## config.mk

```make
export PLATFORM = sky130hd
export DESIGN_NAME = frame_deframer
export DESIGN_NICKNAME = d
export VERILOG_FILES = /design/src/rtl/rx_pkg.sv /design/src/rtl/bit_to_byte.sv /design/src/rtl/frame_deframer.sv
export SDC_FILE = /design/constraint.sdc
export NUM_CORES = 1
export LEC_CHECK = 0
export CELL_PAD_IN_SITES_DETAIL_PLACEMENT = 1
export CELL_PAD_IN_SITES_GLOBAL_PLACEMENT = 2
export CORE_AREA = 2 2 104 106
export CTS_CLUSTER_SIZE = 24
export DETAILED_ROUTE_END_ITERATION = 8
export DIE_AREA = 0 0 106 108
export PLACE_DENSITY_LB_ADDON = 0.25
export SYNTH_ARGS = -nofsm -noshare
export SYNTH_HDL_FRONTEND = slang
export SYNTH_HIERARCHICAL = 1
export SYNTH_SLANG_ARGS = --single-unit
export TNS_END_PERCENT = 30
```

## constraint.sdc

```tcl
create_clock -name clk -period 2.7 [get_ports clk]
set_input_delay 0.27 -clock clk [delete_from_list [all_inputs] [get_ports clk]]
set_output_delay 0.27 -clock clk [all_outputs]
set_load 0.03 [all_outputs]
```

## src/rtl/rx_pkg.sv

```systemverilog
// Shared types and constants for the receive-side framing logic.
package rx_pkg;

   typedef enum logic [1:0] {
      HUNT,
      LEN,
      PAYLOAD,
      CHK
   } rx_state_t;

   localparam logic [15:0] DEFAULT_SYNC = 16'hEB90;
   localparam int          CSUM_W       = 8;

endpackage

```

## src/rtl/bit_to_byte.sv

```systemverilog
// MSB-first serial-to-byte assembler; byte_done pulses the cycle after the 8th bit.
module bit_to_byte (
   input  logic       clk,
   input  logic       rst_n,
   input  logic       bit_in,
   input  logic       bit_vld,
   input  logic       clear,
   output logic [7:0] data_byte,
   output logic       byte_done
);

   logic [6:0] shift_q;
   logic [2:0] cnt_q;

   // The counter wraps after a completed byte, so the next bit starts a fresh byte.
   always_ff @(posedge clk or negedge rst_n) begin
      if (!rst_n) begin
         shift_q   <= '0;
         cnt_q     <= '0;
         data_byte <= '0;
         byte_done <= 1'b0;
      end else begin
         byte_done <= 1'b0;
         if (clear) begin
            shift_q <= '0;
            cnt_q   <= '0;
         end else if (bit_vld) begin
            shift_q <= {shift_q[5:0], bit_in};
            cnt_q   <= cnt_q + 3'd1;
            if (cnt_q == 3'd7) begin
               data_byte <= {shift_q, bit_in};
               byte_done <= 1'b1;
            end
         end
      end
   end

endmodule

```

## src/rtl/frame_deframer.sv

```systemverilog
// Frame deframer: sync hunt, length byte, payload bytes and additive checksum byte,
// with a mid-frame inactivity timeout.
module frame_deframer
   import rx_pkg::*;
#(
   parameter logic [15:0] SYNC_WORD   = DEFAULT_SYNC,
   parameter int          MAX_LEN     = 64,
   parameter int          TIMEOUT_CYC = 1024
) (
   input  logic       clk,
   input  logic       rst_n,
   input  logic       bit_in,
   input  logic       bit_vld,
   output logic [7:0] byte_out,
   output logic       byte_vld,
   output logic       sof,
   output logic       frame_done,
   output logic       crc_ok,
   output logic       frame_err,
   output logic       busy
);

   localparam int          TW        = $clog2(TIMEOUT_CYC + 1);
   localparam logic [TW-1:0] TMO_LAST = TW'(TIMEOUT_CYC - 1);
   localparam logic [7:0]  MAX_LEN_B = 8'(MAX_LEN);

   rx_state_t         state_q, state_d;
   logic [14:0]       sync_q, sync_d;
   logic [15:0]       sync_next;
   logic [7:0]        byte_cnt_q, byte_cnt_d;
   logic [CSUM_W-1:0] sum_q, sum_d;
   logic [TW-1:0]     tmo_q, tmo_d;
   logic              first_q, first_d;
   logic              crc_q, crc_d;
   logic [7:0]        hold_q, hold_d;
   logic              tmo_err_q, tmo_err_d;
   logic              ovf_err, go_hunt, clear;
   logic [7:0]        data_byte;
   logic              byte_done;

   bit_to_byte u_b2b (
      .clk       (clk),
      .rst_n     (rst_n),
      .bit_in    (bit_in),
      .bit_vld   (bit_vld),
      .clear     (clear),
      .data_byte (data_byte),
      .byte_done (byte_done)
   );

   assign sync_next = {sync_q, bit_in};

   always_ff @(posedge clk or negedge rst_n) begin
      if (!rst_n) begin
         state_q    <= HUNT;
         sync_q     <= '0;
         byte_cnt_q <= '0;
         sum_q      <= '0;
         tmo_q      <= '0;
         first_q    <= 1'b0;
         crc_q      <= 1'b0;
         hold_q     <= '0;
         tmo_err_q  <= 1'b0;
      end else begin
         state_q    <= state_d;
         sync_q     <= sync_d;
         byte_cnt_q <= byte_cnt_d;
         sum_q      <= sum_d;
         tmo_q      <= tmo_d;
         first_q    <= first_d;
         crc_q      <= crc_d;
         hold_q     <= hold_d;
         tmo_err_q  <= tmo_err_d;
      end
   end

   // Byte-level pulses come straight off the registered byte_done, giving one-cycle
   // latency; the state itself moves one cycle later, while the assembler keeps counting.
   always_comb begin
      state_d    = state_q;
      sync_d     = sync_q;
      byte_cnt_d = byte_cnt_q;
      sum_d      = sum_q;
      tmo_d      = '0;
      first_d    = first_q;
      crc_d      = crc_q;
      hold_d     = hold_q;
      tmo_err_d  = 1'b0;
      ovf_err    = 1'b0;
      go_hunt    = 1'b0;
      clear      = 1'b0;
      byte_vld   = 1'b0;
      sof        = 1'b0;
      frame_done = 1'b0;

      unique case (state_q)
         HUNT: begin
            clear = 1'b1;
            if (bit_vld) begin
               sync_d = sync_next[14:0];
               if (sync_next == SYNC_WORD) state_d = LEN;
            end
         end
         default: begin
            tmo_d = bit_vld ? '0 : tmo_q + TW'(1);
            if (!bit_vld && tmo_q == TMO_LAST) begin
               tmo_err_d = 1'b1;
               go_hunt   = 1'b1;
            end else if (byte_done) begin
               unique case (state_q)
                  LEN: begin
                     sum_d = data_byte;
                     if (data_byte > MAX_LEN_B) begin
                        ovf_err = 1'b1;
                        go_hunt = 1'b1;
                     end else if (data_byte == 8'd0) begin
                        state_d = CHK;
                     end else begin
                        state_d    = PAYLOAD;
                        byte_cnt_d = data_byte;
                        first_d    = 1'b1;
                     end
                  end
                  PAYLOAD: begin
                     byte_vld   = 1'b1;
                     sof        = first_q;
                     first_d    = 1'b0;
                     hold_d     = data_byte;
                     sum_d      = sum_q + data_byte;
                     byte_cnt_d = byte_cnt_q - 8'd1;
                     if (byte_cnt_q == 8'd1) state_d = CHK;
                  end
                  default: begin
                     frame_done = 1'b1;
                     crc_d      = (data_byte == sum_q);
                     go_hunt    = 1'b1;
                  end
               endcase
            end
         end
      endcase

      // A bit landing in the same cycle as the return to HUNT is the first fresh sync bit.
      if (go_hunt) begin
         state_d    = HUNT;
         tmo_d      = '0;
         byte_cnt_d = '0;
         sum_d      = '0;
         first_d    = 1'b0;
         sync_d     = bit_vld ? {14'd0, bit_in} : '0;
      end
   end

   assign byte_out  = byte_vld ? data_byte : hold_q;
   assign crc_ok    = frame_done ? crc_d : crc_q;
   assign frame_err = ovf_err | tmo_err_q;
   assign busy      = (state_q != HUNT);

endmodule

```

==> results.json, run 1 <==
{
  "drive_gt1_share_pct": 19.13,
  "synth_top_family_by_area": "simple AND/OR/NAND/NOR gates",
  "r2r_start": "state_q[0]",
  "synthAdderAreaFrac_pct": 5.798,
  "yosys-top-cells-count": "dfrtp_1 (74), nor2_1 (39), nand2_1 (31)",
  "clk_latency_ns": 0.36,
  "synth_mux_area_share_pct": 9.850,
  "avgRoutedWirePerCell_um": 17.22,
  "dpl_cell_area_um2": 4347,
  "viasPerCell": 5.475,
  "drc": 0,
  "cp_num_buf_inv": 2,
  "crit_start": "tmo_q[1]",
  "cts_buffer_depth": 2,
  "row_count": 37,
  "clk_pin_slew_ns": 0.09,
  "synth_xor_area_share_pct": 3.055,
  "synth_top_area_share_pct": 46.13,
  "grt_max_degree": 75,
  "timing.final.crit_share_pct": 96.38,
  "yosysMostFrequentCell": "dfrtp_1",
  "drt_wl_total_um": 9452,
  "dp_slack_ns": 0.2313,
  "rsz0062_at_grt": "true",
  "die_h_um": 108,
  "hold_viol_final": 0,
  "coreArea_um2": 10230,
  "io_buffers": 17,
  "crit_slowest_cell": "dfrtp_1",
  "synth_compound_area_share_pct": 15.43,
  "n_fill_cell": 1137,
  "synth_edf_count": 0,
  "netlist_area_um2": 4014,
  "cp_data_arrival_time_ns": 2.33,
  "pin_count": 18,
  "ys_ff_latch": 74,
  "relSlewSlack_pct": 34.77,
  "synth.net_count": 403,
  "synth_simple_gate_area_share_pct": 16.15,
  "multi_input_area_um2": 2047,
  "critPathKind": "flip-flop to output pin",
  "p_leak_nw": 2.090,
  "cts_num_sinks": 74,
  "numCtsBuffers": 9,
  "first_pass_iters": 4,
  "final_cell_count_no_fill": 549,
  "seq_area_frac_synth_pct": 46.13,
  "cpPeakStageDelay_ns": 0.42,
  "vias": 3006,
  "skew_ns": 0.01512,
  "cap_violations": 0,
  "dieArea_um2": 11450,
  "final_nets": 430,
  "synth_area_leader_cell": "dfrtp_1",
  "power_per_cell_area_nw_per_um2": 464.8,
  "fp.dieW_um": 106,
  "cp-end-kind": "output pin",
  "final_antenna_net_count": 0,
  "tightest_slew_ns": 0.9784,
  "critPathTopFamily": "simple AND/OR/NAND/NOR gates",
  "ir_drop_uv": 234.3,
  "first_global_vias": 3169,
  "startpoint_type": "flip-flop",
  "fin_ws_ns": 0.09768,
  "synthArstFlopShare_pct": 100.0,
  "overflow": 0,
  "hold_path_class": "primary input to async pin",
  "placed_cells": 530,
  "ff_latch_area_um2": 1852,
  "synth_cell_types": 57,
  "drt_iter0_drc": 148,
  "syn_inst": 381,
  "design_area_um2": 4592,
  "antenna_found_initial": 0,
  "cts_tree": "done",
  "syn2layout_area_growth_pct": 14.40,
  "start_util_pct": 39.23,
  "holdBufCountCts": 0,
  "antenna_cells": 0,
  "grt_pass1_wl_um": 15860,
  "period_needed_ns": 2.602,
  "cp_max_fo": 19,
  "finalMaxSlewViolations": 0,
  "synth_area_per_cell_um2": 10.54,
  "status": "finished, final reports clean",
  "ys_warn_count": 6,
  "htreeDepth": 3,
  "fmax_mhz": 384.3,
  "crit_chain": "ha_4 -> and4_4 -> and4bb_2 -> nor2_2 -> nand2_1 -> buf_12 -> mux2_2 -> buf_4",
  "synthTopCellsByArea": "dfrtp_1 (46%), ha_1 (5.3%), a32o_1 (3.7%), nor2_1 (3.6%), mux2i_1 (3.5%)",
  "cp.required_ns": 2.43,
  "root_buffer": "clkbuf_8",
  "hpwlAfterDp_um": 6534,
  "finalSetupViolCount": 0,
  "grt_usage_pct": 17.73,
  "finalWeightedCongestion": 0.7995,
  "synthFlopType": "dfrtp_1"
}
[cells by family (layout without fill, tap and decap cells)]
kind of cell | after synthesis | count (layout)
simple gates | 125 | 125
buf+inv | 33 | 65
compound gates | 83 | 83
flops | 74 | 74
xor+xnor | 14 | 14
fa+ha+maj | 18 | 18
mux | 34 | 34
[sequential cells by signal, summed over array words and instances, names as in the netlist, 2 cells and up]
name and cells:
u_b2b/cnt_q 3, u_b2b/data_byte 8, tmo_q 11, byte_cnt_q 8, sync_q 15, state_q 2, u_b2b/shift_q 7, hold_q 8
sum_q 8
[where the power goes]
part / internal, mW / switching [mW]
Clock: 0.352 / 0.485
Combinational: 0.0525 / 0.0506
Sequential: 1.16 / 0.0386
Total: 1.56 / 0.574
[through the flow]
stage	util (%)	power (mW)	hold slack (ns)	setup TNS, ns
2_1_floorplan	-	1.272	-0.02559	0
3_3_place_gp	42.49	1.318	0.4525	0
3_5_place_dp	42.49	1.324	0.4727	0
4_1_cts	44.38	2.173	0.09111	0
5_1_grt	44.88	2.240	0.1333	-0.02800
6_report	44.88	2.134	0.05389	0
[what timing repair did]
| item | CTS | global route |
|---|---|---|
| resized for setup | 1 | 9 |
| setup endpoints to repair | 7 | 9 |
| pin swaps | 0 | 1 |
| setup buffers | 1 | 2 |
[final timing paths]
kind	end	slack, ns	cells past startpoint
worst min-delay path	tmo_q[5]	0.05	1
worst max-delay path	byte_out[0]	0.1	8
worst min register to register	hold_q[3]	0.49	2
max in group asynchronous	state_q[0]	2.00	1
min in group clk	hold_q[3]	0.49	2
worst max register to register	byte_cnt_q[5]	0.24	9
[routing by layer]
metal,vias up,share of wire (%),track usage (%)
li1,1449,-,-
met5,-,0,0
met3,11,2.4,3.436
met1,1514,49,23.93
met2,32,47,28.89
met4,0,1.3,5.733
[cell usage in the layout (no fill, tap or decap), drive strengths merged, types with 4 or more instances in the layout]
cell type,n
clkbuf,9
xor2,6
ha,17
nor2,39
mux2i,14
a21o,4
xnor2,8
a21oi,10
o21ai,18
mux2,20
nand3,10
dfrtp,74
nor3,9
a32o,15
buf,29
o31ai,10
nand2b,5
a221o,5
nand2,31
inv,21
nand4,4
nor4,6
[cell type report]
type	count	share of cell area (%)
flip-flops and latches	74	40.33
repair buffers	32	6.022
clock inverters	7	1.281
multi-input cells	274	44.58
well taps	136	3.706
clock buffers	9	2.698
inverters	17	1.390
(Power assumes the default switching activity.)
==> run 2: changes to the inputs <==
--- a/config.mk
+++ b/config.mk
@@ -8,10 +8,9 @@
 export CELL_PAD_IN_SITES_DETAIL_PLACEMENT = 1
 export CELL_PAD_IN_SITES_GLOBAL_PLACEMENT = 2
 export CORE_AREA = 2 2 104 106
-export CTS_CLUSTER_SIZE = 24
 export DETAILED_ROUTE_END_ITERATION = 8
 export DIE_AREA = 0 0 106 108
-export PLACE_DENSITY_LB_ADDON = 0.25
+export PLACE_DENSITY = 0.85
 export SYNTH_ARGS = -nofsm -noshare
 export SYNTH_HDL_FRONTEND = slang
 export SYNTH_HIERARCHICAL = 1
==> results.json, run 2 (synthesis gave the netlist of run 1 again) <==
{
  "status": "finished, final reports clean",
  "antenna_cells": 0,
  "vias": 3062,
  "drt_wl_total_um": 9818,
  "grt_usage_pct": 18.39,
  "whs_ns": 0.04793,
  "clk_pin_slew_ns": 0.08,
  "hpwlAfterDp_um": 6780,
  "overflow": 0,
  "startpoint_type": "flip-flop",
  "io_buffers": 17,
  "fp.dieW_um": 106,
  "tightest_slew_ns": 0.9527,
  "largest_register_ffs": 15,
  "finalMaxSlewViolations": 0,
  "grt_pass1_wl_um": 16590,
  "cp.required_ns": 2.43,
  "drt_iter0_drc": 145,
  "p_leak_nw": 2.123,
  "cp-end-kind": "output pin",
  "cp_data_arrival_time_ns": 2.33,
  "dieArea_um2": 11450,
  "numCtsBuffers": 9,
  "start_util_pct": 39.23,
  "final_antenna_net_count": 0,
  "grt_max_degree": 75,
  "crit_slowest_cell": "dfrtp_1",
  "hold_viol_final": 0,
  "cp_max_fo": 19,
  "avgRoutedWirePerCell_um": 17.75,
  "finalSetupViolCount": 0,
  "largest_registers": "sync_q: 15 flops, tmo_q: 11 flops",
  "row_count": 37,
  "cap_violations": 0,
  "drc": 0,
  "first_global_vias": 3335,
  "critPathKind": "flip-flop to output pin",
  "power_per_cell_area_nw_per_um2": 477.1,
  "cts_num_sinks": 74,
  "skew_ns": 0.01959,
  "crit_chain": "ha_4 -> and4_4 -> and4bb_2 -> nor2_1 -> nand2_1 -> buf_12 -> mux2_2 -> buf_4",
  "viasPerCell": 5.537,
  "syn2layout_area_growth_pct": 15.12,
  "relSlewSlack_pct": 36.49,
  "antenna_found_initial": 0,
  "layout_common_cells": "dfrtp_1 (74), nor2_1 (39), nand2_1 (31), buf_4 (31)",
  "setup_tns_ns": 0,
  "ir_drop_uv": 323.6,
  "first_pass_iters": 4,
  "coreArea_um2": 10230,
  "final_nets": 434,
  "drive_gt1_share_pct": 19.66,
  "cpPeakStageDelay_ns": 0.41,
  "die_h_um": 108,
  "finalWeightedCongestion": 0.8536,
  "period_needed_ns": 2.600,
  "root_buffer": "clkbuf_8",
  "cts_buffer_depth": 2,
  "largest_register": "sync_q",
  "mostFrequentLayoutCell": "dfrtp_1",
  "htreeDepth": 3,
  "fmax_mhz": 384.7,
  "clk_latency_ns": 0.36,
  "cts_tree": "done",
  "hold_path_class": "primary input to async pin",
  "timing.final.crit_share_pct": 96.28,
  "pin_count": 18,
  "rsz0062_at_grt": "false"
}
-- run 2: what timing repair did --
action / CTS / global route
setup endpoints to repair: 6 / 11
gates resized for setup: 1 / 7
hold buffers: 0 / 0
pin swaps: 0 / 1
setup buffers: 0 / 3
gates cloned: 0 / 0
-- run 2: layout make-up --
class | count | area [um2]
repair buffers | 36 | 294.0
well taps | 136 | 170.2
clock buffers | 9 | 123.9
flip-flops and latches | 74 | 1852
multi-input cells | 274 | 2036
fillers | 1112 | 5610
inverters | 17 | 63.81
clock inverters | 7 | 81.33
-- run 2: metal layers --
metal	vias up	global-route usage [%]	part of all wire [%]
li1	1461	-	-
met1	1554	24.09	47
met2	34	30.37	49
met3	13	2.471	2.3
met4	0	8.741	1.8
met5	-	0	0
-- run 2: final timing paths --
check                      startpoint             to  slack (ns)  depth (start not counted)
max                          tmo_q[0]    byte_out[6]        0.10                          8
min                             rst_n       tmo_q[6]        0.05                          1
max reg2reg                state_q[0]  byte_cnt_q[5]        0.31                          8
min reg2reg                   first_q        first_q        0.49                          1
max in group asynchronous       rst_n  byte_cnt_q[4]        2.02                          1
min in group clk              first_q        first_q        0.49                          1
-- run 2: worst max-delay path, delay by kind of cell, from the launching register on --
kind / cells / cell delay (ns)
flip-flops: 1 / 0.41
adder cells (fa/ha/maj): 1 / 0.17
buffers and inverters: 2 / 0.33
AND/OR/NAND/NOR: 4 / 0.73
multiplexers: 1 / 0.34
-- run 2: through the flow --
stage	instances	util (%)	setup slack (ns)	power, mW	area, um2
final	553	45.16	0.1004	2.205	4621
after global routing	553	45.16	0.007689	2.289	4621
after CTS	550	44.70	0.001330	2.235	4573
after detailed placement	534	42.66	0.1710	1.322	4364
after global placement	534	42.66	0.2285	1.315	4364
after floorplan	381	-	0.03004	1.272	4019
-- run 2: report_power, final --
part	switching (mW)	total, mW	internal (mW)
logic	0.0497	0.102	0.0524
registers	0.0381	1.19	1.16
clock network	0.466	0.908	0.442
total	0.554	2.20	1.65
==> run 3: changes to the inputs <==
--- a/config.mk
+++ b/config.mk
@@ -7,10 +7,11 @@
 export LEC_CHECK = 0
 export CELL_PAD_IN_SITES_DETAIL_PLACEMENT = 1
 export CELL_PAD_IN_SITES_GLOBAL_PLACEMENT = 2
-export CORE_AREA = 2 2 104 106
+export CORE_AREA = 2 2 101 103
+export CTS_BUF_LIST = sky130_fd_sc_hd__clkbuf_4
 export DETAILED_ROUTE_END_ITERATION = 8
-export DIE_AREA = 0 0 106 108
-export PLACE_DENSITY = 0.85
+export DIE_AREA = 0 0 103 105
+export PLACE_DENSITY = 0.89
 export SYNTH_ARGS = -nofsm -noshare
 export SYNTH_HDL_FRONTEND = slang
 export SYNTH_HIERARCHICAL = 1
==> results.json, run 3 (synthesis gave the netlist of run 1 again) <==
{
  "clk_pin_slew_ns": 0.13,
  "clk_latency_ns": 0.43,
  "top_usage_layer": "met2",
  "cp-end-kind": "output pin",
  "cap_violations": 0,
  "root_buffer": "clkbuf_4",
  "cp_max_fo": 5,
  "drt_iter0_drc": 141,
  "finalMaxSlewViolations": 0,
  "htreeDepth": 3,
  "cp.required_ns": 2.43,
  "rsz0062_at_grt": "true",
  "relSlewSlack_pct": 36.30,
  "first_global_vias": 3229,
  "drt_wl_total_um": 9897,
  "largest_register_ffs": 15,
  "p_leak_nw": 2.084,
  "ff_latch_area_um2": 1852,
  "ir_drop_uv": 315.8,
  "period_needed_ns": 2.639,
  "dp_slack_ns": 0.2141,
  "dieArea_um2": 10820,
  "cp_data_arrival_time_ns": 2.37,
  "critPathKind": "flip-flop to output pin",
  "antenna_cells": 0,
  "fin_ws_ns": 0.06144,
  "final_nets": 438,
  "syn2layout_area_growth_pct": 13.44,
  "start_util_pct": 41.64,
  "power_per_cell_area_nw_per_um2": 419.3,
  "grt_pass1_wl_um": 16410,
  "die_h_um": 105,
  "cts_tree": "done",
  "tightest_slew_ns": 0.9555,
  "fmax_mhz": 379.0,
  "row_count": 36,
  "multi_input_area_um2": 2051,
  "mostFrequentLayoutCell": "dfrtp_1",
  "fp.dieW_um": 103,
  "final_antenna_net_count": 0,
  "finalSetupViolCount": 0,
  "finalWeightedCongestion": 0.8053,
  "numCtsBuffers": 9,
  "whs_ns": -0.02974,
  "drive_gt1_share_pct": 21.19,
  "vias": 3128,
  "gr-usage-met2_pct": 31.31,
  "first_pass_iters": 4,
  "startpoint_type": "flip-flop",
  "drc": 0,
  "overflow": 0,
  "skew_ns": 0.01339,
  "viasPerCell": 5.656,
  "io_buffers": 17,
  "final_cell_count_no_fill": 553,
  "avgRoutedWirePerCell_um": 17.90,
  "largest_registers": "sync_q: 15 flops, tmo_q: 11 flops",
  "cts_buffer_depth": 2,
  "largest_register": "sync_q",
  "use_met1_pct": 25.95,
  "pin_count": 18,
  "timing.final.crit_share_pct": 97.72,
  "layout_common_cells": "dfrtp_1 (74), nor2_1 (38), buf_4 (35), nand2_1 (30), o21ai_0 (17)",
  "failed_checks": "hold timing",
  "placed_cells": 528,
  "hpwlAfterDp_um": 6773,
  "coreArea_um2": 9639,
  "grt_usage_pct": 19.26,
  "hold_path_class": "primary input to async pin",
  "grt_max_degree": 75,
  "hold_viol_final": 14,
  "antenna_found_initial": 0,
  "n_fill_cell": 1100,
  "met3_usage_pct": 3.813,
  "status": "finished, violations left",
  "cts_num_sinks": 74
}
-- run 3: cell types whose count changed in the layout (fill, tap and decap cells not counted), sizes merged --
cell | previous run | this run
buf | 33 | 37
inv | 20 | 17
clkinvlp | 1 | 4
bufinv | 1 | 0
-- run 3: per-layer routing --
| layer | up-vias | routed length, um |
|---|---|---|
| li1 | 1469 | - |
| met1 | 1606 | 4558 |
| met2 | 35 | 4898 |
| met3 | 18 | 279 |
| met4 | 0 | 160 |
| met5 | - | 0 |
-- run 3: metrics by stage --
| stage | power, mW | instance area, um2 | hold WS (ns) | util (%) | setup TNS [ns] |
|---|---|---|---|---|---|
| 6_report | 1.909 | 4553 | -0.02974 | 47.24 | 0 |
| 5_1_grt | 1.987 | 4553 | 0.03704 | 47.24 | -0.05824 |
| 4_1_cts | 1.934 | 4513 | 0.008539 | 46.82 | 0 |
| 3_5_place_dp | 1.324 | 4338 | 0.4723 | 45.00 | 0 |
| 3_3_place_gp | 1.316 | 4338 | 0.4530 | 45.00 | 0 |
| 2_1_floorplan | 1.272 | 4019 | -0.02559 | - | 0 |
-- run 3: layout make-up --
type                       count  share of cell area (%)
clock buffer                   9                   1.484
clock inverter                 6                  0.9618
inverter                      17                   1.401
multi-input combinational    274                   45.04
sequential                    74                   40.67
tap                          133                   3.655
timing repair buffer          40                   6.788
-- run 3: worst paths after layout --
check | from | endpoint | slack, ns | cells past startpoint
min in group clk | first_q | first_q | 0.51 | 1
min | rst_n | tmo_q[10] | -0.03 | 1
max in group asynchronous | rst_n | tmo_q[7] | 2.11 | 1
max reg2reg | tmo_q[0] | byte_cnt_q[5] | 0.22 | 9
max | tmo_q[0] | byte_out[2] | 0.06 | 8
min reg2reg | first_q | first_q | 0.51 | 1
-- run 3: where the power goes --
part | leakage [nW] | switching, mW | total [mW] | internal (mW)
Sequential | 1.02 | 0.0413 | 1.20 | 1.16
Combinational | 1.02 | 0.0495 | 0.102 | 0.0523
Clock | 0.0504 | 0.425 | 0.609 | 0.185
Total | 2.08 | 0.515 | 1.91 | 1.39
-- run 3: critical path, cell delays in order (launching register included) --
cell and delay [ns]:
dfrtp_1 0.42, ha_4 0.16, and4_4 0.23, and4bb_2 0.32, nor2_4 0.07, nand2_2 0.10, buf_6 0.14, mux2_2 0.34
buf_4 0.17
-- run 3: repair_timing --
action,CTS,global route
hold buffers,0,0
setup endpoints to repair,8,9
setup buffers,5,3
cloned,2,0
gates resized for setup,6,4
==> variant: new RTL, config.mk and constraints of run 2 <==
Set the parameter `TIMEOUT_CYC` to 512 (it was 1024).
--- a/src/rtl/frame_deframer.sv
+++ b/src/rtl/frame_deframer.sv
@@ -5,7 +5,7 @@
 #(
    parameter logic [15:0] SYNC_WORD   = DEFAULT_SYNC,
    parameter int          MAX_LEN     = 64,
-   parameter int          TIMEOUT_CYC = 1024
+   parameter int          TIMEOUT_CYC = 512
 ) (
    input  logic       clk,
    input  logic       rst_n,
Check against the original RTL: same outputs for any inputs over 10 cycles, from zero or initial values and one cycle with rst_n low; that may be too few to reach the edited logic, so the function may still have changed.
==> variant against run 2 <==
Routed wire length increased by 1.2%. Sequential share of layout area is 0.60 points lower. Sequential power fell by 3%. Sequential cell count fell by 1. Global-route usage up 0.64 points. Power down 1.5%. Worst hold slack got worse by 0.017 ns. Final area increased by 0.14%. Combinational power is 17% lower. Synthesized area shrank 0.50%. Setup slack improved by 0.025 ns.
==> variant: results (changes against run 2) <==
- Post-Syn Instances: 426 (+12%)
- Leak Pwr: 2.23 nW (+5.1%)
- Starting DRC count in detailed routing: 140 (-3.4%)
- Status: finished, final reports clean
- Reg2Reg Setup Slack: 0.25 ns (-0.06 ns)
- NonClk Buf Share: 7.11% (+0.75 points)
- Worst r2r dst: byte_cnt_q[2]$_DFFE_PN0P_
- Nets@finish: 478 (+10%)
- CTS root buf: clkbuf_8
- Largest net degree at the start of global routing: 74 (-1.3%)
- Global-route met1 utilization: 24.7% (+0.61 points)
- Non-CTS inverters: 16 (-1)
- Switching share of power: 25.3% (+0.15 points)
- RD Place Congestion: 0.846 (-0.88%)
- Most area-consuming cells after synthesis: dfrtp_1 (46%), nand2_1 (8.3%), ha_1 (5.3%)
- Post-synthesis cell type count: 61 (+7.0%)
- Antenna violations before repair: 0 (unchanged)
- Seq. cell area: 0.00183 mm^2 (-1.4%)
- Detailed Route WL: 9940 um (+1.2%)
- Multi-input logic area: 0.00203 mm^2 (-0.49%)
- First-pass GRT wire length: 17100 um (+3.3%)
- Number of global-route vias before repair: 3405 (+2.1%)
- Worst-path clk slew: around 0.090 ns
- Placed cells: 581 (+8.8%)
- Total track usage: 19.0% (+0.64 points)
- Layout cell share with drive strength beyond 1: 15.8% (-3.8 points)
- Final non-filler cell total: 597 (+8.0%)
- Critical R2R Launch: tmo_q[0]$_DFF_PN0_
- Met3 Use GR: 3.56% (+1.1 points)
- Dpl hpwl: 7100 um (+4.7%)
- Pint: 1.62 mW (-1.7%)
- DP Area: 0.00439 mm^2 (+0.54%)
- WP data arrival: 2.30 ns (-0.03 ns)
- Sequential group power: 1.15 mW (-3%)
- Clk_buf instances: 10 (+1)
- Clk_skew: 0.0104 ns (-0.00919 ns)
- Largest stage delay, worst path: around 0.4 ns
- Bufs w/o clock: 39 (+8.3%)
- Vias: 3208 (+4.8%)
- Combinational cell power: 84.9 uW (-17%)
- Fillers: 1179 (+6.0%)
- Clk tree area frac: 4.60% (+0.16 points)
- Seq/Total Area, Yosys: 45.7% (-0.40 points)
- Post-Place Setup Slack: -0.0766 ns (-0.248 ns)
- Resized cells post-CTS: 27 (+26)
- Synth top cells by count: nand2_1 (88), dfrtp_1 (73), nor2_1 (35)
- Worst-Margin Slew: 0.951 ns (-0.00211 ns)
- Syn_nets: 448 (+11%)
- WHS: 0.0307 ns (-0.0172 ns)
- Final sequential cell count: 73 (-1.4%)
- Max VDD drop: 0.254 mV (-22%)
- Crit-path max FO: 5 (-14)
- GRT met2 Usage: 32.6% (+2.3 points)
- Multi-input logic cell count: 317 (+16%)
==> variant: worst max path at each step <==
stage	startpoint	end	slack [ns]
finish	tmo_q[0]$_DFF_PN0_	frame_err	0.13
global route	tmo_q[0]$_DFF_PN0_	byte_out[1]	-0.002
CTS	tmo_q[0]$_DFF_PN0_	crc_ok	0.007
detailed placement	bit_vld	byte_out[7]	-0.08
global placement	bit_vld	sof	-0.04
floorplan	state_q[0]$_DFFE_PN0P_	byte_out[2]	0.22
==> variant: per-layer routing <==
metal | up-vias | wire [um]
met5 | - | 0
met4 | 0 | 100
met3 | 8 | 239
met2 | 29 | 4990
met1 | 1635 | 4610
li1 | 1536 | -
==> variant: logic make-up after synthesis <==
| family | synth area share [%] |
|---|---|
| compound gates | 11.0 |
| xor+xnor | 3.29 |
| fa+ha+maj | 5.83 |
| buf+inv | 4.04 |
| flops | 45.7 |
| mux | 6.58 |
| simple gates | 23.5 |
